## config.mk

```make
export PLATFORM = sky130hd
export DESIGN_NAME = riscv_insn_cov_monitor
export DESIGN_NICKNAME = d
export VERILOG_FILES = /design/src/rtl/riscv_cov_pkg.sv /design/src/rtl/riscv_insn_classify.sv /design/src/rtl/riscv_insn_cov_monitor.sv
export SDC_FILE = /design/constraint.sdc
export NUM_CORES = 1
export LEC_CHECK = 0
export ABC_AREA = 1
export CORE_MARGIN = 5
export CORE_UTILIZATION = 30
export DETAILED_ROUTE_END_ITERATION = 7
export PLACE_DENSITY_LB_ADDON = 0.1
export SETUP_SLACK_MARGIN = 0.2
export SLEW_MARGIN = 20
export SYNTH_ARGS = -nofsm -noshare
export SYNTH_HDL_FRONTEND = slang
export SYNTH_SLANG_ARGS = --single-unit
```

## constraint.sdc

```tcl
create_clock -name clock -period 7.2 [get_ports clock]
set_input_delay 1.44 -clock clock [delete_from_list [all_inputs] [get_ports clock]]
set_output_delay 1.44 -clock clock [all_outputs]
set_load 0.005 [all_outputs]
```

## src/rtl/riscv_cov_pkg.sv

```systemverilog
// riscv_cov_pkg
//   Shared definitions for the retirement-side ISA coverage monitor:
//   coverage class codes (bin indices), opcode/funct constants and the
//   XLEN-dependent mask of bins that can never be hit and therefore
//   start out set.
//   Configuration macro: RISCV_COV_RVC_EN (compressed decode enabled).
package riscv_cov_pkg;

    localparam int unsigned NBINS = 16;

    // Coverage class codes, also the bit index into cov_bins
    localparam logic [3:0] CLS_LUI     = 4'd0;
    localparam logic [3:0] CLS_AUIPC   = 4'd1;
    localparam logic [3:0] CLS_JAL     = 4'd2;
    localparam logic [3:0] CLS_JALR    = 4'd3;
    localparam logic [3:0] CLS_BRANCH  = 4'd4;
    localparam logic [3:0] CLS_LOAD    = 4'd5;
    localparam logic [3:0] CLS_STORE   = 4'd6;
    localparam logic [3:0] CLS_OPIMM   = 4'd7;
    localparam logic [3:0] CLS_OP      = 4'd8;
    localparam logic [3:0] CLS_OPIMM32 = 4'd9;
    localparam logic [3:0] CLS_OP32    = 4'd10;
    localparam logic [3:0] CLS_CQ0     = 4'd11;
    localparam logic [3:0] CLS_CQ1     = 4'd12;
    localparam logic [3:0] CLS_CQ2     = 4'd13;
    localparam logic [3:0] CLS_RSVD14  = 4'd14;
    localparam logic [3:0] CLS_RSVD15  = 4'd15;

    // Major opcodes (full 7 bits, so [1:0]==2'b11 is implied)
    localparam logic [6:0] OPC_LUI     = 7'b0110111;
    localparam logic [6:0] OPC_AUIPC   = 7'b0010111;
    localparam logic [6:0] OPC_JAL     = 7'b1101111;
    localparam logic [6:0] OPC_JALR    = 7'b1100111;
    localparam logic [6:0] OPC_BRANCH  = 7'b1100011;
    localparam logic [6:0] OPC_LOAD    = 7'b0000011;
    localparam logic [6:0] OPC_STORE   = 7'b0100011;
    localparam logic [6:0] OPC_OPIMM   = 7'b0010011;
    localparam logic [6:0] OPC_OP      = 7'b0110011;
    localparam logic [6:0] OPC_OPIMM32 = 7'b0011011;
    localparam logic [6:0] OPC_OP32    = 7'b0111011;

    // funct3 / funct7 values used by the shift and add/sub checks
    localparam logic [2:0] F3_ADD = 3'b000;
    localparam logic [2:0] F3_SLL = 3'b001;
    localparam logic [2:0] F3_SRX = 3'b101;
    localparam logic [6:0] F7_STD = 7'b0000000;
    localparam logic [6:0] F7_ALT = 7'b0100000;

`ifdef RISCV_COV_RVC_EN
    localparam bit RVC_EN = 1'b1;
`else
    localparam bit RVC_EN = 1'b0;
`endif

    // Bins that no legal instruction can reach in this build; they are
    // pre-set so that all_covered only depends on reachable classes.
    function automatic logic [NBINS-1:0] inapplicable_mask(input int unsigned xlen);
        logic [NBINS-1:0] m;
        m = '0;
        m[CLS_RSVD14] = 1'b1;
        m[CLS_RSVD15] = 1'b1;
        if (xlen != 64) begin
            m[CLS_OPIMM32] = 1'b1;
            m[CLS_OP32]    = 1'b1;
        end
        if (!RVC_EN) begin
            m[CLS_CQ0] = 1'b1;
            m[CLS_CQ1] = 1'b1;
            m[CLS_CQ2] = 1'b1;
        end
        return m;
    endfunction

endpackage

```

## src/rtl/riscv_insn_classify.sv

```systemverilog
// riscv_insn_classify
//   Purely combinational legality check and class decode of one retired
//   instruction word for RV32I/RV64I, optionally with the C extension.
//   SYSTEM and every unlisted opcode decode as illegal.
//   Configuration macro: RISCV_COV_RVC_EN (compressed decode enabled).
// Ports
//   insn   in   32  instruction word (RVC in [15:0] with [31:16]==0)
//   legal  out  1   word is a legal, non-SYSTEM instruction
//   cls    out  4   class code (meaningful only when legal)
module riscv_insn_classify
    import riscv_cov_pkg::*;
#(
    parameter int unsigned XLEN = 32
) (
    input  logic [31:0] insn,
    output logic        legal,
    output logic [3:0]  cls
);

    localparam bit IS_RV64 = (XLEN == 64);

    logic [6:0] opc;
    logic [2:0] f3;
    logic [6:0] f7;
    logic       f7_std_alt;
    logic       shl_ok;
    logic       shr_ok;
    logic       rvc_ok;
    logic       unused_insn_bits;

    assign opc        = insn[6:0];
    assign f3         = insn[14:12];
    assign f7         = insn[31:25];
    assign f7_std_alt = (f7 == F7_STD) || (f7 == F7_ALT);

    // RV64 widens shamt to 6 bits, so only insn[31:26] carries the funct
    assign shl_ok = IS_RV64 ? (insn[31:26] == 6'b000000) : (f7 == F7_STD);
    assign shr_ok = IS_RV64 ? ((insn[31:26] == 6'b000000) || (insn[31:26] == 6'b010000))
                            : f7_std_alt;

    // Register/immediate fields only matter to the compressed decoder
    assign unused_insn_bits = ^insn;

`ifdef RISCV_COV_RVC_EN
    logic [2:0] cf3;
    logic [4:0] crd;
    logic [4:0] crs2;

    assign cf3  = insn[15:13];
    assign crd  = insn[11:7];
    assign crs2 = insn[6:2];

    always_comb begin
        rvc_ok = 1'b0;
        case (insn[1:0])
            2'b00: begin
                case (cf3)
                    3'b000:         rvc_ok = (insn[12:5] != 8'd0);   // C.ADDI4SPN
                    3'b010, 3'b110: rvc_ok = 1'b1;                   // C.LW / C.SW
                    3'b011, 3'b111: rvc_ok = IS_RV64;                // C.LD / C.SD
                    default:        rvc_ok = 1'b0;
                endcase
            end
            2'b01: begin
                case (cf3)
                    3'b000, 3'b010, 3'b101, 3'b110, 3'b111: rvc_ok = 1'b1;
                    3'b001: rvc_ok = IS_RV64 ? (crd != 5'd0) : 1'b1; // C.ADDIW / C.JAL
                    // C.ADDI16SP and C.LUI both keep their immediate in {[12],[6:2]}
                    3'b011: rvc_ok = ({insn[12], insn[6:2]} != 6'd0);
                    3'b100: begin
                        case (insn[11:10])
                            2'b00, 2'b01: rvc_ok = IS_RV64 || !insn[12];  // C.SRLI/C.SRAI
                            2'b10:        rvc_ok = 1'b1;                  // C.ANDI
                            default:      rvc_ok = !insn[12] || (IS_RV64 && !insn[6]);
                        endcase
                    end
                    default: rvc_ok = 1'b0;
                endcase
            end
            2'b10: begin
                case (cf3)
                    3'b000: rvc_ok = IS_RV64 || !insn[12];           // C.SLLI
                    3'b010: rvc_ok = (crd != 5'd0);                  // C.LWSP
                    3'b011: rvc_ok = IS_RV64 && (crd != 5'd0);       // C.LDSP
                    // JR/MV/JALR/ADD collapse to this; only rd=rs2=0 fails
                    // (reserved C.JR, or C.EBREAK)
                    3'b100: rvc_ok = (crs2 != 5'd0) || (crd != 5'd0);
                    3'b110: rvc_ok = 1'b1;                           // C.SWSP
                    3'b111: rvc_ok = IS_RV64;                        // C.SDSP
                    default: rvc_ok = 1'b0;
                endcase
            end
            default: rvc_ok = 1'b0;
        endcase
    end
`else
    assign rvc_ok = 1'b0;
`endif

    always_comb begin
        legal = 1'b0;
        cls   = CLS_RSVD15;
        if (insn[1:0] == 2'b11) begin
            case (opc)
                OPC_LUI:    begin cls = CLS_LUI;    legal = 1'b1; end
                OPC_AUIPC:  begin cls = CLS_AUIPC;  legal = 1'b1; end
                OPC_JAL:    begin cls = CLS_JAL;    legal = 1'b1; end
                OPC_JALR:   begin cls = CLS_JALR;   legal = (f3 == 3'b000); end
                OPC_BRANCH: begin
                    cls   = CLS_BRANCH;
                    legal = (f3 != 3'b010) && (f3 != 3'b011);
                end
                OPC_LOAD: begin
                    cls = CLS_LOAD;
                    case (f3)
                        3'b000, 3'b001, 3'b010, 3'b100, 3'b101: legal = 1'b1;
                        3'b011, 3'b110:                         legal = IS_RV64;
                        default:                                legal = 1'b0;
                    endcase
                end
                OPC_STORE: begin
                    cls   = CLS_STORE;
                    legal = (f3 <= 3'b010) || (IS_RV64 && (f3 == 3'b011));
                end
                OPC_OPIMM: begin
                    cls = CLS_OPIMM;
                    case (f3)
                        F3_SLL:  legal = shl_ok;
                        F3_SRX:  legal = shr_ok;
                        default: legal = 1'b1;
                    endcase
                end
                OPC_OP: begin
                    cls = CLS_OP;
                    case (f3)
                        F3_ADD, F3_SRX: legal = f7_std_alt;
                        default:        legal = (f7 == F7_STD);
                    endcase
                end
                OPC_OPIMM32: begin
                    cls = CLS_OPIMM32;
                    case (f3)
                        F3_ADD:  legal = IS_RV64;
                        F3_SLL:  legal = IS_RV64 && (f7 == F7_STD);
                        F3_SRX:  legal = IS_RV64 && f7_std_alt;
                        default: legal = 1'b0;
                    endcase
                end
                OPC_OP32: begin
                    cls = CLS_OP32;
                    case (f3)
                        F3_ADD, F3_SRX: legal = IS_RV64 && f7_std_alt;
                        F3_SLL:         legal = IS_RV64 && (f7 == F7_STD);
                        default:        legal = 1'b0;
                    endcase
                end
                default: legal = 1'b0;
            endcase
        end else begin
            legal = rvc_ok && (insn[31:16] == 16'd0);
            case (insn[1:0])
                2'b00:   cls = CLS_CQ0;
                2'b01:   cls = CLS_CQ1;
                default: cls = CLS_CQ2;
            endcase
        end
    end

endmodule

```

## src/rtl/riscv_insn_cov_monitor.sv

```systemverilog
// riscv_insn_cov_monitor
//   Retirement-side ISA coverage monitor on the RVFI bus. Classifies up to
//   NRET retirements per cycle, keeps sticky class-hit bins, saturating
//   legal/illegal counts and the first illegal word with its channel.
//   Outputs reflect a cycle's retirements after the following clock edge.
//   Configuration macro: RISCV_COV_RVC_EN (compressed decode enabled).
// Parameters
//   XLEN   32 or 64
//   NRET   retire channels 1..4, channel 0 oldest
//   CNT_W  width of the two counters
// Ports
//   clock        in   1        clock
//   reset        in   1        synchronous active-high reset
//   clear        in   1        synchronous statistics clear (drops that cycle)
//   rvfi_valid   in   NRET     per-channel retire strobe
//   rvfi_insn    in   32*NRET  channel n in [32n+31:32n]
//   cov_bins     out  16       sticky class-hit bitmap
//   all_covered  out  1        every bin set
//   insn_count   out  CNT_W    legal retirements, saturating
//   bad_count    out  CNT_W    illegal retirements, saturating
//   bad_seen     out  1        sticky illegal flag
//   bad_insn     out  32       first illegal word
//   bad_chan     out  2        channel of bad_insn
module riscv_insn_cov_monitor
    import riscv_cov_pkg::*;
#(
    parameter int unsigned XLEN  = 32,
    parameter int unsigned NRET  = 1,
    parameter int unsigned CNT_W = 16
) (
    input  logic                clock,
    input  logic                reset,
    input  logic                clear,
    input  logic [NRET-1:0]     rvfi_valid,
    input  logic [32*NRET-1:0]  rvfi_insn,
    output logic [NBINS-1:0]    cov_bins,
    output logic                all_covered,
    output logic [CNT_W-1:0]    insn_count,
    output logic [CNT_W-1:0]    bad_count,
    output logic                bad_seen,
    output logic [31:0]         bad_insn,
    output logic [1:0]          bad_chan
);

    localparam logic [NBINS-1:0] INAPP_MASK = inapplicable_mask(XLEN);

    logic [NRET-1:0]  ch_legal;
    logic [3:0]       ch_cls [NRET];
    logic [NRET-1:0]  good_vec;
    logic [NRET-1:0]  bad_vec;
    logic [NBINS-1:0] hit;
    logic [2:0]       good_pop;
    logic [2:0]       bad_pop;
    logic [31:0]      pick_insn;
    logic [1:0]       pick_chan;
    logic             pick_found;

    for (genvar g = 0; g < NRET; g++) begin : g_cls
        riscv_insn_classify #(
            .XLEN (XLEN)
        ) u_classify (
            .insn  (rvfi_insn[32*g +: 32]),
            .legal (ch_legal[g]),
            .cls   (ch_cls[g])
        );
    end

    assign good_vec = rvfi_valid & ch_legal;
    assign bad_vec  = rvfi_valid & ~ch_legal;

    // Per-cycle hit vector, popcounts and lowest-index illegal pick
    always_comb begin
        hit        = '0;
        good_pop   = '0;
        bad_pop    = '0;
        pick_insn  = '0;
        pick_chan  = '0;
        pick_found = 1'b0;
        for (int unsigned i = 0; i < NRET; i++) begin
            if (good_vec[i]) begin
                hit[ch_cls[i]] = 1'b1;
                good_pop       = good_pop + 3'd1;
            end
            if (bad_vec[i]) begin
                bad_pop = bad_pop + 3'd1;
                if (!pick_found) begin
                    pick_found = 1'b1;
                    pick_insn  = rvfi_insn[32*i +: 32];
                    pick_chan  = 2'(i);
                end
            end
        end
    end

    function automatic logic [CNT_W-1:0] sat_add(input logic [CNT_W-1:0] a,
                                                 input logic [2:0]       b);
        logic [CNT_W+2:0] s;
        s = {3'b000, a} + {{CNT_W{1'b0}}, b};
        if (s[CNT_W+2:CNT_W] != 3'b000) begin
            return '1;
        end
        return s[CNT_W-1:0];
    endfunction

    always_ff @(posedge clock) begin
        if (reset || clear) begin
            cov_bins   <= INAPP_MASK;
            insn_count <= '0;
            bad_count  <= '0;
            bad_seen   <= 1'b0;
            bad_insn   <= '0;
            bad_chan   <= '0;
        end else begin
            cov_bins   <= cov_bins | hit;
            insn_count <= sat_add(insn_count, good_pop);
            bad_count  <= sat_add(bad_count, bad_pop);
            if (!bad_seen && pick_found) begin
                bad_seen <= 1'b1;
                bad_insn <= pick_insn;
                bad_chan <= pick_chan;
            end
        end
    end

    assign all_covered = &cov_bins;

endmodule

```

==> results.yml, run 1 <==
run_status:
  status: "complete, no violations"
pwr:
  p_per_area_mw_per_mm2: 193
  leakage_nw: 2.23
  peakVddDrop_mv: 0.0957
global_routing:
  grtUsageTotal: 0.143
  grt_pass1_vias: 3605
  antenna_found_initial: 0
  grt_max_degree: 43
  grt_pass1_wl_um: 17200
  gr-total-overflow: 0
detailed_routing:
  post_drt_wl_per_cell_um: 13.0
  totalWireLength_um: 10700
  drc: 0
  ant_nets: 0
  dr.pass1.iters: 4
  vias_per_cell: 4.48
  drt_iter0_drc: 200
  vias: 3672
clock_tree:
  cts_htree_levels: 3
  clock-root-buffer: "clkbuf_16"
  ctsResizeCount: 0
  post_cts_buffers: 0
  clk_path_buf_depth: 2
  clock_sinks: 81
  clock_latency_ns: 0.34
  clk_pin_slew_worst_paths_ns: 0.06
  numCtsBuffers: 9
  cts_tree: "yes"
  cts_hold_buf: 0
timing:
  setup_viol: 0
  worst_pin_slew_ns: 1.10
  fin_crit_sh: 0.577
  max_freq_mhz: 241
  skew_ns: 0.00779
  setup-tns-final_ns: 0
  timing.slew.headroom: 0.264
  hold_viol_final: 0
  fin_ws_ns: 3.04
  rsz0062_at_grt: "no"
  period_needed_ns: 4.16
  drv_slew: 0
placement:
  io_buffers: 117
  place_area_mm2: 0.00510
  dpl.hpwl_um: 7640
  dp_slack_ns: 2.70
  place_congestion: 0.880
logic_synthesis:
  yosysSeqAreaShare: 0.423
  synth_top_cell_by_area: "dfxtp_1"
  synth_most_common_cell: "nor2_1"
  yosys_warnings: 0
  synth.area.top_cells: "dfxtp_1 42%, nor2_1 10%, nand2_1 7.9%, inv_1 7.6%, nand4_1 6.9%"
  ys_seq_elements: 81
  synth_cell_types: 30
  synth_commonest_cells: "103 x nor2_1, 81 x dfxtp_1, 81 x nand2_1, 78 x inv_1, 42 x nand4_1"
  synth_flop_cell: "dfxtp_1"
  async_flop_share: 0
  synth_top_area_frac: 0.423
  syn_avg_cell_area_um2: 7.16
  synth_area_mm2: 0.00383
  syn_inst: 535
  synth-edff-count: 0
floorplanning:
  start_util: 0.305
  row_count: 41
  core_mm2: 0.0126
  die_h_um: 123
  die-area_mm2: 0.0151
  dieWidth_um: 123
  io_pins: 120
final_layout:
  area_delta_synth_final_pct: 41.4
  num-fill-cells: 1306
  regArea_mm2: 0.00162
  nNetsFinal: 683
  design_area_mm2: 0.00542
  multi_input_area_mm2: 0.00177
  final_core_util: 0.431
  drive_gt1_frac: 0.0710
  antenna_cells: 0
critical_path:
  worst-path-stages: 17
  required_ns: 7.43
  reg2reg_to: "bad_count[13]"
  reg2reg_slack_ns: 5.37
  cp_cell_sequence: "clkdlybuf4s50_1 > inv_2 > nor2_1 > nand2_1 > nor2_2 > nand2_1 > nand2_2 > nor2_8 > nor2_8 > ha_1 > nand3_1 > nor2_1 > nand3_1 > nor3_2 > nand3_1 > o21ai_0 > inv_1"
  rr_startpoint: "bad_count[0]"
  crit_path_max_fanout: 33
  crit_path_end: "insn_count[14]"
  critPathMaxStageDelay_ns: 0.57
  start_kind: "primary input"
  crit_path_end_kind: "register"
  arrival_ns: 4.39
  cp_slowest_cell: "clkdlybuf4s50_1"
  startpoint: "rvfi_insn[4]"
  worstRegToRegCells: 9
  crit_family: "simple AND/OR/NAND/NOR gates"
  critPathKind: "in2reg"
  cp_num_buf_inv: 3
  cp_common_cell: "nand3_1"
flow_run:
  maxCapViolCount: 0
worst_hold_path:
  min_path_type: "reg2reg"
final cells by class:
cell class,count,share of cell area
repair buffers,119,0.219
flip-flops and latches,81,0.299
clock inverters,6,0.0152
inverters,82,0.0568
well taps,172,0.0397
clock buffers,10,0.0423
multi-input cells,350,0.328
report_power, final:
part / internal (W) / switching, W / leakage [nW]
Sequential: 0.000458 / 0.00000518 / 0.657
Combinational: 0.0000500 / 0.0000532 / 1.42
Clock: 0.000302 / 0.000179 / 0.152
cell usage in the layout, fill, tap and decap left out, types with 9 or more instances in the layout:
master,n
nand3_1,18
nand2_1,81
clkdlybuf4s50_1,117
dfxtp_1,81
inv_1,78
xor2_1,14
o21ai_0,11
nor2_1,102
a21oi_1,32
nand4_1,42
clkbuf_16,9
worst register-to-register path: cells and delay by family, from the launching register on:
kind,cells,cell delay [ns]
flip-flops,1,0.37
AO/OA/AOI/OAI,1,0.12
AND/OR/NAND/NOR,4,0.64
adder cells (fa/ha/maj),1,0.23
buffers and inverters,3,0.40
worst min path at each step:
stage / from / slack, ns / to / cells after the start
after global routing: cov_bins[13] / 0.48 / cov_bins[13] / 1
final: cov_bins[2] / 0.47 / cov_bins[2] / 2
after CTS: cov_bins[2] / 0.48 / cov_bins[2] / 2
after detailed placement: cov_bins[9] / 0.46 / cov_bins[9] / 1
after global placement: cov_bins[15] / 0.46 / cov_bins[15] / 1
after floorplan: cov_bins[3] / 0.46 / cov_bins[3] / 2
through the flow:
stage | std cells | power [W] | hold slack, ns
floorplan | 536 | 0.000528 | 0.459
global placement | 804 | 0.000576 | 0.458
detailed placement | 804 | 0.000577 | 0.462
CTS | 820 | 0.00106 | 0.476
global route | 820 | 0.00110 | 0.484
finish | 820 | 0.00105 | 0.471
per-layer routing:
layer	GRT usage	vias up	wire, µm
li1	-	1906	-
met1	0.172	1672	4670
met2	0.238	85	5100
met3	0.0522	9	814
met4	0.0457	0	103
met5	0	-	0
kinds of logic after synthesis:
group / share of synthesized area
simple gates: 0.340
compound gates: 0.0650
xor+xnor: 0.0411
fa+ha+maj: 0.0131
other cells: 0.000979
buf+inv: 0.117
flops: 0.423
registers in the layout, summed over array words and instances (netlist names):
| name | count |
|---|---|
| bad_count | 16 |
| insn_count | 16 |
| bad_insn | 32 |
| cov_bins | 16 |
| bad_seen | 1 |
(Power assumes the default switching activity.)
==> inputs of run 2 (changes only) <==
- clock period: 7.2 -> 3.7 ns (I/O delays scaled with it)
==> run 2 against run 1 <==
Clock power up 65%. Die area unchanged. First-iteration DRC count down 7.0%. Non-clock buffer count increased by 5. Critical endpoint unchanged. Sequential share of layout area barely moved. Highest routed layer unchanged. Global-route usage is 0.16 points lower. Largest cell class unchanged.
==> results.yml, run 2 (synthesis gave the netlist of run 1 again) <==
run_status:
  status: "complete, no violations"
final_layout:
  mostFrequentLayoutCells: "117 x clkdlybuf4s50_1, 101 x nor2_1, 81 x nand2_1, 81 x dfxtp_1, 78 x inv_1"
  top_register: "bad_insn"
  nNetsFinal: 688
  antenna_cells: 0
  drive_gt1_frac: 0.0721
  design_area_mm2: 0.00541
  mostFrequentLayoutCell: "clkdlybuf4s50_1"
  area_delta_synth_final_pct: 41.3
  largest_reg_flops: 32
detailed_routing:
  dr.pass1.iters: 4
  vias: 3693
  totalWireLength_um: 10700
  post_drt_wl_per_cell_um: 12.9
  drt_iter0_drc: 186
  drc: 0
  vias_per_cell: 4.48
  ant_nets: 0
global_routing:
  grt_max_degree: 42
  antenna_found_initial: 0
  gr-total-overflow: 0
  grtUsageTotal: 0.141
  grt_pass1_wl_um: 16900
  grt_pass1_vias: 3513
critical_path:
  crit_path_end_kind: "register"
  cp_slowest_cell: "clkdlybuf4s50_1"
  start_kind: "primary input"
  startpoint: "rvfi_insn[1]"
  required_ns: 3.93
  cp_common_cell: "nand3_1"
  cp_num_buf_inv: 3
  arrival_ns: 3.35
  critPathKind: "in2reg"
  cp_cell_sequence: "clkdlybuf4s50_1 > nand2_1 > inv_1 > nand2_2 > nor2_1 > nand3_2 > nand3_2 > nor2_8 > nor2_8 > ha_1 > nand3_1 > nor2_2 > nand3_1 > nor3_4 > nand3_1 > o21ai_0 > inv_1"
  rr_startpoint: "bad_count[0]"
  crit_path_max_fanout: 6
  crit_family: "simple AND/OR/NAND/NOR gates"
  critPathMaxStageDelay_ns: 0.48
timing:
  timing.slew.headroom: 0.289
  holdWs_ns: 0.468
  drv_slew: 0
  fin_ws_ns: 0.580
  fin_crit_sh: 0.843
  worst_pin_slew_ns: 1.07
  period_needed_ns: 3.12
  skew_ns: 0.00388
  max_freq_mhz: 321
  setup-tns-final_ns: 0
  rsz0062_at_grt: "no"
  setup_viol: 0
  hold_viol_final: 0
clock_tree:
  numCtsBuffers: 9
  clock_sinks: 81
  cts_tree: "yes"
  clock-root-buffer: "clkbuf_16"
  clk_pin_slew_worst_paths_ns: 0.06
  cts_htree_levels: 3
  clock_latency_ns: 0.34
  cts_hold_buf: 0
  clk_path_buf_depth: 2
floorplanning:
  die_h_um: 123
  dieWidth_um: 123
  core_mm2: 0.0126
  row_count: 41
  start_util: 0.305
  die-area_mm2: 0.0151
  io_pins: 120
worst_hold_path:
  min_from: "cov_bins[15]"
  min_path_type: "reg2reg"
pwr:
  leakage_nw: 2.24
  p_per_area_mw_per_mm2: 351
  peakVddDrop_mv: 0.183
placement:
  dp_slack_ns: 0.151
  place_congestion: 0.843
  dpl.hpwl_um: 7780
  place_area_mm2: 0.00514
  io_buffers: 117
flow_run:
  maxCapViolCount: 0
## run 2: final timing paths
path	endpoint	cells after the start	slack [ns]
min reg2reg	cov_bins[15]	1	0.47
max	insn_count[14]	17	0.58
max reg2reg	bad_count[13]	9	1.98
min	cov_bins[15]	1	0.47
## run 2: what timing repair did
| item | in CTS | in global routing |
|---|---|---|
| hold endpoints to repair | 0 | 0 |
| buffers inserted | 0 | 0 |
| setup endpoints to repair | 0 | 2 |
| gates resized for setup | 0 | 3 |
## run 2: stage by stage
stage	std cells	utilization	power, W
2_1_floorplan	536	-	0.00103
3_3_place_gp	809	0.409	0.00112
3_5_place_dp	809	0.409	0.00113
4_1_cts	824	0.430	0.00194
5_1_grt	824	0.431	0.00201
6_report	824	0.431	0.00190
## run 2: where the power goes
group	total [W]	switching [W]	internal (W)	leakage, nW
clock	0.000796	0.000326	0.000470	0.124
sequential	0.000901	0.0000103	0.000891	0.657
combinational	0.000202	0.000103	0.0000991	1.46
total	0.00190	0.000439	0.00146	2.24
## run 2: final cells by class
cell class | instances | area (µm²)
clock buffers | 15 | 258
fillers | 1314 | 7150
inverters | 82 | 308
multi-input cells | 350 | 1790
flip-flops and latches | 81 | 1620
well taps | 172 | 215
repair buffers | 124 | 1220
## run 2: per-layer routing
metal  GRT usage  share of wire  vias up
li1            -              -     1911
met1       0.175           0.44     1673
met2       0.226           0.48      100
met3      0.0512          0.071        9
met4      0.0519          0.011        0
met5           0              0        -
==> inputs of run 3 (changes only) <==
- clock period: 3.7 -> 2.65 ns (I/O delays scaled with it)
==> run 3 against run 2 <==
Count of clock-buffer cells in the layout decreased by 1. Register-to-register slack got worse by 0.97 ns. Clock power increased by 62%. Cell count increased by 6.6%. Clock skew increased by 0.0024 ns. Critical path depth unchanged. Non-clock buffer count increased by 53. Global-route usage increased by 1.2 points. Sequential share of layout area decreased by 3.1 points. Die area unchanged. Setup slack got worse by 0.26 ns. Routed wire length increased by 6.7%. Highest routed layer is now met5.
==> results.yml, run 3 (synthesis gave the netlist of run 1 again) <==
final_layout:
  multi_input_area_mm2: 0.00198
  top_register: "bad_insn"
  num-fill-cells: 1262
  regArea_mm2: 0.00162
  design_area_mm2: 0.00604
  mostFrequentLayoutCells: "100 x clkdlybuf4s50_1, 89 x nor2_1, 81 x dfxtp_1"
  drive_gt1_frac: 0.215
  antenna_cells: 0
  mostFrequentLayoutCell: "clkdlybuf4s50_1"
  nNetsFinal: 741
  largest_reg_flops: 32
  area_delta_synth_final_pct: 57.7
critical_path:
  critPathMaxStageDelay_ns: 0.27
  crit_path_end_kind: "register"
  crit_family: "simple AND/OR/NAND/NOR gates"
  cp_num_buf_inv: 3
  crit_path_max_fanout: 4
  reg2reg_to: "insn_count[14]"
  arrival_ns: 2.56
  rr_startpoint: "insn_count[0]"
  worstRegToRegCells: 8
  cp_slowest_cell: "nor3_4"
  cp_cell_sequence: "buf_6 > buf_6 > nor2_4 > nand2_8 > nor2_4 > nand3_2 > nand3_4 > nor2_8 > nor2_8 > ha_4 > nand3_4 > nor2_4 > nand3_4 > nor3_4 > nand3_1 > o21ai_1 > inv_1"
  critPathKind: "in2reg"
  start_kind: "primary input"
  required_ns: 2.88
  reg2reg_slack_ns: 1.01
global_routing:
  grt_use_met1: 0.196
  grt_use_met2: 0.243
  grt_max_degree: 42
  grt_pass1_vias: 3822
  antenna_found_initial: 1
  met3_usage: 0.0467
  top_usage_layer: "met2"
  grtUsageTotal: 0.153
  gr-total-overflow: 0
  grt_pass1_wl_um: 18300
clock_tree:
  cts_tree: "yes"
  cts_htree_levels: 3
  clk_path_buf_depth: 2
  numCtsBuffers: 9
  clock_sinks: 81
  clock-root-buffer: "clkbuf_16"
  cts_hold_buf: 0
  clock_latency_ns: 0.33
  clk_pin_slew_worst_paths_ns: 0.06
floorplanning:
  row_count: 41
  core_mm2: 0.0126
  die-area_mm2: 0.0151
  die_h_um: 123
  io_pins: 120
  dieWidth_um: 123
  start_util: 0.305
detailed_routing:
  ant_nets: 0
  vias: 3924
  totalWireLength_um: 11400
  post_drt_wl_per_cell_um: 13.0
  vias_per_cell: 4.47
  dr.pass1.iters: 5
  drt_iter0_drc: 157
  drc: 0
worst_hold_path:
  min_delay_worst_endpoint: "cov_bins[11]"
  hold_depth: 1
  min_path_type: "reg2reg"
  min_from: "cov_bins[11]"
placement:
  dpl.hpwl_um: 8010
  place_area_mm2: 0.00554
  io_buffers: 117
  place_congestion: 0.836
  dp_slack_ns: -0.488
pwr:
  peakVddDrop_mv: 0.224
  p_per_area_mw_per_mm2: 474
  total_power_w: 0.00286
  leakage_nw: 2.55
timing:
  fin_crit_sh: 0.879
  max_freq_mhz: 429
  timing.slew.headroom: 0.345
  skew_ns: 0.00625
  hold_viol_final: 0
  period_needed_ns: 2.33
  holdWs_ns: 0.469
  setup_viol: 0
  fin_ws_ns: 0.320
  drv_slew: 0
  worst_pin_slew_ns: 0.981
  setup-tns-final_ns: 0
  rsz0062_at_grt: "yes"
run_status:
  status: "complete, no violations"
flow_run:
  maxCapViolCount: 0
[run 3: final cells by class]
cell class,instances,share of cell area
sequential,81,0.268
tap,172,0.0356
multi-input combinational,350,0.329
clock buffer,14,0.0454
clock inverter,2,0.00580
timing repair buffer,177,0.265
inverter,82,0.0514
[run 3: report_power, final]
part | switching [W] | internal (W) | total (W)
Sequential | 0.0000143 | 0.00124 | 0.00126
Combinational | 0.000162 | 0.000157 | 0.000320
Clock | 0.000480 | 0.000806 | 0.00129
[run 3: stage by stage]
stage          cells  utilization
6_report         878        0.481
5_1_grt          878        0.481
4_1_cts          871        0.472
3_5_place_dp     849        0.441
3_3_place_gp     849        0.441
2_1_floorplan    536            -
[run 3: worst max path at each step]
stage	from	end	slack, ns	cells after the start
finish	rvfi_insn[2]	insn_count[14]	0.32	17
global route	rvfi_insn[28]	insn_count[12]	0.17	16
CTS	rvfi_insn[2]	insn_count[11]	0.20	18
detailed placement	rvfi_insn[2]	insn_count[14]	-0.49	17
global placement	rvfi_insn[0]	insn_count[14]	-0.39	17
floorplan	rvfi_insn[0]	insn_count[14]	0.20	16
[run 3: what timing repair did]
| item | in CTS | in global routing |
|---|---|---|
| endpoints found under the setup margin | 32 | 32 |
| setup buffers | 6 | 7 |
| cloned | 0 | 0 |
| pin swaps | 19 | 27 |
| gates resized for setup | 39 | 56 |
[run 3: per-layer routing]
metal	up-vias	part of all wire
li1	2025	-
met1	1794	0.47
met2	86	0.45
met3	17	0.061
met4	2	0.018
met5	-	0.0011
